File: src/rtl/ysyx_22050612_ifid_buf.sv
// IF/ID decoupling FIFO: buffers fetched {pc, inst} entries between IFU and IDU.
// Optional performance counters are enabled by defining YSYX_22050612_IFID_PERF_EN.
module ysyx_22050612_ifid_buf #(
  parameter int DEPTH = 2,
  parameter int PC_W  = 64
) (
  input  logic            clk,
  input  logic            rst,
  input  logic            in_valid,
  input  logic [PC_W-1:0] in_pc,
  input  logic [31:0]     in_inst,
  output logic            in_ready,
  output logic            out_valid,
  output logic [PC_W-1:0] out_pc,
  output logic [31:0]     out_inst,
  input  logic            out_ready,
  input  logic            flush
`ifdef YSYX_22050612_IFID_PERF_EN
  ,
  output logic [63:0]     perf_stall_cnt,
  output logic [63:0]     perf_flush_cnt
`endif
);

  localparam int AW = (DEPTH > 1) ? $clog2(DEPTH) : 1;
  localparam int CW = AW + 1;
  localparam logic [CW-1:0] FULL_CNT = CW'(DEPTH);

  // Handshake: a transfer happens on a side only when its valid and ready are
  // both high at the rising edge; flush cancels both transfers in that cycle.
  // in_ready and out_valid depend on registered count only.

  logic [PC_W-1:0] mem_pc   [DEPTH];
  logic [31:0]     mem_inst [DEPTH];
  logic [AW-1:0]   head;
  logic [AW-1:0]   tail;
  logic [CW-1:0]   count;
  logic            push;
  logic            pop;

  assign in_ready  = (count < FULL_CNT);
  assign out_valid = (count != '0);
  assign push      = in_valid && in_ready && !flush;
  assign pop       = out_valid && out_ready && !flush;

  // An empty buffer presents zeros rather than stale storage.
  assign out_pc   = out_valid ? mem_pc[head]   : '0;
  assign out_inst = out_valid ? mem_inst[head] : '0;

  always_ff @(posedge clk or posedge rst) begin
    if (rst) begin
      head  <= '0;
      tail  <= '0;
      count <= '0;
    end else if (flush) begin
      head  <= '0;
      tail  <= '0;
      count <= '0;
    end else begin
      if (push) tail <= tail + AW'(1);
      if (pop)  head <= head + AW'(1);
      if (push && !pop)      count <= count + CW'(1);
      else if (pop && !push) count <= count - CW'(1);
    end
  end

  always_ff @(posedge clk or posedge rst) begin
    if (rst) begin
      for (int i = 0; i < DEPTH; i++) begin
        mem_pc[i]   <= '0;
        mem_inst[i] <= '0;
      end
    end else if (push) begin
      mem_pc[tail]   <= in_pc;
      mem_inst[tail] <= in_inst;
    end
  end

`ifdef YSYX_22050612_IFID_PERF_EN
  // Counters see raw activity and are cleared only by reset, never by flush.
  always_ff @(posedge clk or posedge rst) begin
    if (rst) begin
      perf_stall_cnt <= '0;
      perf_flush_cnt <= '0;
    end else begin
      if (out_valid && !out_ready) perf_stall_cnt <= perf_stall_cnt + 64'd1;
      if (flush)                   perf_flush_cnt <= perf_flush_cnt + 64'd1;
    end
  end
`endif

endmodule

File: config.mk
export PLATFORM = sky130hd
export DESIGN_NAME = ysyx_22050612_ifid_buf
export DESIGN_NICKNAME = d
export VERILOG_FILES = /design/src/rtl/ysyx_22050612_ifid_buf.sv
export SDC_FILE = /design/constraint.sdc
export NUM_CORES = 1
export LEC_CHECK = 0
export ABC_AREA = 1
export BUFFER_PORTS_ARGS = -buffer_cell sky130_fd_sc_hd__buf_2
export CORE_MARGIN = 3
export CORE_UTILIZATION = 60
export CTS_BUF_LIST = sky130_fd_sc_hd__clkbuf_8
export CTS_CLUSTER_DIAMETER = 100
export CTS_CLUSTER_SIZE = 14
export DETAILED_ROUTE_END_ITERATION = 12
export PLACE_DENSITY = 0.87
export SLEW_MARGIN = 15
export SYNTH_ARGS = -nofsm -noshare
export SYNTH_HDL_FRONTEND = slang
export SYNTH_SLANG_ARGS = --single-unit
File: constraint.sdc
create_clock -name clk -period 17.7 [get_ports clk]
set_input_delay 2.655 -clock clk [delete_from_list [all_inputs] [get_ports clk]]
set_output_delay 2.655 -clock clk [all_outputs]
set_load 0.1 [all_outputs]
## Yosys cells after proc, flatten, opt, wreduce, memory -nomap -nowiden

Cells that the tools add are included.

- Add/sub/neg operators: 4
- $lt $le $gt $ge: 4
- Multiplexer cells: 21
- Bitwise operators: 2
- Reductions and logical operators: 14

Operator list:

| kind | number |
|---|---|
| 64-bit two-way mux | 5 |
| 32-bit two-way mux | 5 |
| 128-bit bitwise mux | 1 |
| 64-bit bitwise mux | 1 |
| 64-bit demux with 1-bit select | 1 |
| 32-bit demux with 1-bit select | 1 |
| 1-bit logical AND | 7 |
| 2-bit two-way mux | 3 |
| 2-bit nonzero test | 3 |
| 2-bit >= comparator (second input constant) | 2 |
| 1-bit two-way mux | 4 |
| 1-bit NOT with 2-bit output | 2 |
| 1-bit zero test | 3 |
| 3-bit nonzero test | 1 |
| 1-bit adder (second input constant) | 2 |
| 2-bit by 1-bit adder with 2-bit output (second input constant) | 1 |
| 2-bit by 1-bit less-than comparator with 1-bit output (second input constant) | 1 |
| 2-bit less-than comparator (second input constant) | 1 |
| 2-bit by 1-bit subtractor with 2-bit output (second input constant) | 1 |

- Flip-flop bits (word level): 196
- Bits of input ports: 101
- Output and inout bits: 98
- Word-level logic and storage cells: 52

## Depth between registers and ports, before layout

Gate-level depths: netlist of the first run.

- Depth in word-level cells: 8
- Gate-level depth with buffers: 10
- Gate-level depth less buffers: 8

## Least setup slack after synthesis of the first run

OpenSTA, ideal clock, no wires.

- Path type: reg2out
- From: register head
- To: output out_pc[51]
- Arrival: 2.592 ns
- Data required time: 15.045 ns
- Path slack: 12.453 ns
- Cell stages (with the launch flop): 7
- Cell sequence: dfrtp_1 clkbuf_1 inv_2 buf_2 buf_1 nand2_1 a21oi_1

- Word-level cells in the longest chain between the ends: 5

Ends and longest elaborated chain:

| element | line | source |
|---|---|---|
| start: declaration | 35 | `logic [AW-1:0] head;` |
| start signal: assignment | 61 | `if (pop) head <= head + AW'(1);` |
| 1-bit NOT with 2-bit output (not written as such) | 47 | `assign out_pc = out_valid ? mem_pc[head] : '0;` |
| 64-bit two-way mux (not written as such) (3 in a row) | 47 |  |
| 64-bit two-way mux | 47 |  |
| end: declaration | 14 | `output logic [PC_W-1:0] out_pc,` |

Every way passes these cells. The select of a mux whose other input is x is not followed.

## Worst setup path after layout of the first run

- From: register head
- To: output out_pc[60]

The elaborated chain is that of the path after synthesis.

==> out/qor.yml, run 1 <==
placed_design:
  io_buffers: 198
  place_congestion: 0.793
  dp_hpwl_mm: 12.5
  placed_cell_area_mm2: 0.00988
  pre_cts_slack_ns: 11.84
timing:
  finClkSkew_ns: 0.0154
  rsz0062_at_grt: "no"
  max-slew-margin-rel: 0.261
  finalCriticalPeriod_ns: 6.37
  fmax_mhz: 157
  drv_slew: 0
  fin_crit_sh: 0.360
  setup_viol: 0
  timing.final.ws_setup_ns: 11.33
  hold_viol: 0
  timing.setup.tns_ns: 0
  tightest_slew_ns: 1.11
routing:
  wirelength_mm: 19.9
  drt-pass1-iter-count: 5
  wl_per_cell_um: 14.1
  antenna_left: 0
  drt_iter0_markers: 774
  drc_errors: 0
  avgViaCountPerCell: 5.28
  vias: 7472
cts:
  clkSlewWorstSetupHoldPaths_ns: 0.10
  hold_buffers: 0
  htreeDepth: 4
  cts_sinks: 196
  root_buffer: "clkbuf_8"
  cts_resized: 0
  clk_latency_ns: 0.46
  cts_buffers: 17
  cts_tree: "done"
  postCtsSetupRepairBufs: 0
  clk_path_buf_depth: 2
final_layout:
  area_growth_pct: 14.3
  fillers: 1164
  drive_gt1_frac: 0.263
  final_cell_mix: "nand2_1 (393), buf_2 (198), dfrtp_1 (195), o21ai_0 (106), inv_1 (101)"
  stdcell_area_mm2: 0.0103
  layout.nets: 1318
  utilization: 0.704
  final_common_cell: "nand2_1"
yosys:
  yosysSeqAreaShare: 0.544
  avgSynthCellArea_um2: 8.44
  yosys_warnings: 0
  ys_ff_latch: 196
  syn-num-nets: 1169
  syn_area_mm2: 0.00902
  synthCells: 1068
  ys_types: 18
floorplan:
  io_pins: 199
  coreArea_mm2: 0.0146
  fp.dieW_um: 129
  die_height_um: 129
  die_area_mm2: 0.0165
  rows: 44
  start_util: 0.616
critical_path:
  startpoint_type: "flip-flop"
  critPathRequiredTime_ns: 15.05
  worstPathMaxFanout: 97
  cp_cell_sequence: "clkinv_2 -> buf_4 -> nand2_1 -> a21oi_1 -> buf_2"
  worstSetupPathType: "reg -> out"
  cp_top_family: "buffers and inverters"
  worst-path-buf-inv: 3
  slowest_stage: "dfrtp_4"
  end_kind: "output pin"
  critPathArrivalTime_ns: 3.71
  cp_slowest_stage_delay_ns: 1.14
global_route:
  gr-total-overflow: 0
  grt_first_pass_wirelength_mm: 33.3
  antenna_found_initial: 3
  grt_max_degree: 117
  grt_pass1_vias: 7104
  grtUsageTotal: 0.249
status:
  status: "finished, final reports clean"
flow_run:
  cap_violations: 0
worst_hold_path:
  min_path_type: "reg -> reg"
## Yosys cell counts
master	count	area share
a21oi_1	96	0.053
nor2_1	1	0.00042
clkbuf_1	33	0.014
o21ai_2	80	0.078
o21ai_1	10	0.0056
nand2_1	394	0.16
buf_2	9	0.0050
buf_1	12	0.0050
or2_1	1	0.00069
nand3_1	5	0.0028
o21ai_0	106	0.059
nand2_2	1	0.00069
nor2_4	1	0.0012
dfrtp_1	196	0.54
inv_1	100	0.042
buf_6	19	0.024
clkbuf_2	1	0.00055
inv_2	3	0.0012
## cell families (layout without fill, tap and decap cells)
kind of cell    count (synthesis)  in the layout  share of synthesized area
compound gates                292            292                      0.195
other cells                     0              1                          0
simple gates                  403            403                      0.170
flops                         196            196                      0.544
buf+inv                       177            339                     0.0909
## final timing paths
path	start	end	slack (ns)	cells past startpoint
min in group asynchronous	rst	mem_pc[90]	2.33	2
setup reg to reg	head	head	15.05	3
hold / removal	mem_pc[82]	mem_pc[82]	0.49	2
setup / recovery	head	out_pc[60]	11.33	5
max in group asynchronous	rst	head	13.82	3
hold reg to reg	mem_pc[82]	mem_pc[82]	0.49	2
## per-layer routing
metal	global-route usage	routed length, µm	up-vias
met5	0	18	-
met4	0.0784	342	4
met3	0.0672	1340	32
met2	0.389	9480	257
met1	0.346	8750	3515
li1	-	-	3664
## per-stage QoR
| step | std cells | hold slack, ns |
|---|---|---|
| floorplan | 1068 | 0.453 |
| global placement | 1382 | 0.465 |
| detailed placement | 1382 | 0.468 |
| CTS | 1414 | 0.489 |
| global route | 1415 | 0.506 |
| finish | 1415 | 0.487 |
## worst reg2reg max path, cell delays in order, from the launching register on
cell and delay [ns]:
dfrtp_4 1.14, clkinv_2 0.93, nand3_1 0.31, o21ai_0 0.12
## final cells by class
cell class	instances	area, µm²	area share
multi-input cells	695	3310	0.321
clock buffers	17	234	0.0227
inverters	103	395	0.0384
clock inverters	15	190	0.0185
well taps	184	230	0.0223
diodes	1	2.50	0.000243
flip-flops and latches	196	4910	0.476
repair buffers	204	1040	0.101
## state kept, by name, indices dropped and copies added, names as in the netlist
name and flops:
mem_inst 64, head 1, tail 1, count 2
mem_pc 128
Power of run 1 is not shown: default switching activity piles up to over one toggle a cycle in this logic, so the estimate is an artifact.
==> run 2, diff against run 1 <==
CORE_UTILIZATION = 51   (was 60)
PLACE_DENSITY = 0.79   (was 0.87)
clock period = 5.65 ns   (was 17.7 ns; I/O delays follow)
==> run 2 against run 1 <==
Compared with the run above: flip-flop and latch count unchanged; critical path depth unchanged; cell count up 2.8%; cell area up 1.2%; utilization down 8.8 points; die area up 17%; register-to-register slack worse by 12 ns; via count down 1.7%; clock skew down 0.0066 ns; setup slack worse by 9.5 ns; non-clock buffer count up 4; critical endpoint is now out_inst[6]; largest cell class unchanged.
==> out/qor.yml, run 2 (synthesis results as in run 1) <==
final_layout:
  utilization: 0.616
  final_cell_mix: "nand2_1 (393), buf_2 (198), dfrtp_1 (195), o21ai_0 (106), inv_1 (101)"
  stdcell_area_mm2: 0.0104
  drive_gt1_frac: 0.266
  layout.nets: 1322
  final_common_cell: "nand2_1"
  top_register: "mem_pc"
  area_growth_pct: 15.7
  largest_reg_flops: 128
  largestRegisters: "mem_pc x128, mem_inst x64, count x2"
  fillers: 1492
placed_design:
  dp_hpwl_mm: 13.3
  placed_cell_area_mm2: 0.00998
  io_buffers: 198
  place_congestion: 0.808
routing:
  drt-pass1-iter-count: 6
  vias: 7344
  wl_per_cell_um: 14.0
  wirelength_mm: 20.3
  drt_iter0_markers: 523
  avgViaCountPerCell: 5.05
  antenna_left: 0
  drc_errors: 0
critical_path:
  critPathArrivalTime_ns: 2.95
  worstPathMaxFanout: 59
  worstSetupPathType: "reg -> out"
  rr_worst_depth: 6
  startpoint_type: "flip-flop"
  critPathRequiredTime_ns: 4.80
  end_kind: "output pin"
cts:
  postCtsSetupRepairBufs: 0
  root_buffer: "clkbuf_8"
  cts_buffers: 17
  cts_tree: "done"
  cts_sinks: 196
  cts_resized: 0
  hold_buffers: 0
  htreeDepth: 4
  clk_latency_ns: 0.45
  clkSlewWorstSetupHoldPaths_ns: 0.10
  clk_path_buf_depth: 2
timing:
  finClkSkew_ns: 0.00886
  max-slew-margin-rel: 0.401
  rsz0062_at_grt: "no"
  setup_viol: 0
  fin_crit_sh: 0.672
  tightest_slew_ns: 0.898
  timing.setup.tns_ns: 0
  hold_viol: 0
  finalCriticalPeriod_ns: 3.80
  drv_slew: 0
  fmax_mhz: 263
floorplan:
  coreArea_mm2: 0.0169
  start_util: 0.532
  io_pins: 199
  rows: 47
  fp.dieW_um: 139
  die_area_mm2: 0.0193
  die_height_um: 139
global_route:
  grt_pass1_vias: 7008
  grtUsageTotal: 0.211
  grt_max_degree: 102
  antenna_found_initial: 1
  gr-total-overflow: 0
  grt_first_pass_wirelength_mm: 34.0
worst_hold_path:
  min_path_type: "in -> async"
status:
  status: "finished, final reports clean"
flow_run:
  cap_violations: 0
## run 2: changes by cell type in the layout (fill, tap and decap cells not counted)
cell	delta
buf_12	+4
inv_8	-1
clkinv_2	-5
bufinv_16	-1
clkinv_4	-2
inv_6	+1
clkinvlp_4	+4
clkbuf_8	+3
inv_2	+1
## run 2: path summary, 6_finish.rpt
path,startpoint,slack [ns],to
worst max-delay path,head,1.85,out_inst[6]
worst min-delay path,rst,0.38,mem_pc[78]
worst max register to register,count[1],3.19,mem_pc[39]
worst min register to register,mem_pc[89],0.49,mem_pc[89]
max in group asynchronous,rst,4.01,mem_pc[111]
min in group clk,mem_pc[89],0.49,mem_pc[89]
## run 2: area by class of cell
| type | instances | area (µm²) | share of cell area |
|---|---|---|---|
| flip-flops and latches | 196 | 4910 | 0.470 |
| clock inverters | 12 | 154 | 0.0148 |
| diodes | 1 | 2.50 | 0.000240 |
| repair buffers | 208 | 1120 | 0.107 |
| well taps | 220 | 275 | 0.0264 |
| multi-input cells | 695 | 3310 | 0.317 |
| clock buffers | 20 | 275 | 0.0264 |
| inverters | 103 | 390 | 0.0374 |
## run 2: per-layer routing
metal | track usage | routed length (µm) | up-vias
met5 | 0 | 0 | -
met4 | 0.0705 | 323 | 0
met3 | 0.0524 | 1530 | 26
met2 | 0.329 | 9600 | 283
met1 | 0.291 | 8870 | 3361
li1 | - | - | 3674
## run 2: critical path: stages (launching register included)
cell     delay [ns]
dfrtp_4        0.70
inv_2          0.65
buf_12         0.33
nand2_1        0.10
a21oi_1        0.18
buf_2          0.46
## run 2: through the flow
step	hold WS, ns	worst slack [ns]	instances
finish	0.375	1.85	1455
global route	0.363	1.68	1455
CTS	0.491	1.85	1453
detailed placement	0.468	2.38	1421
global placement	0.465	2.37	1421
floorplan	0.453	2.21	1068
Power of run 2 is left out for the same reason.
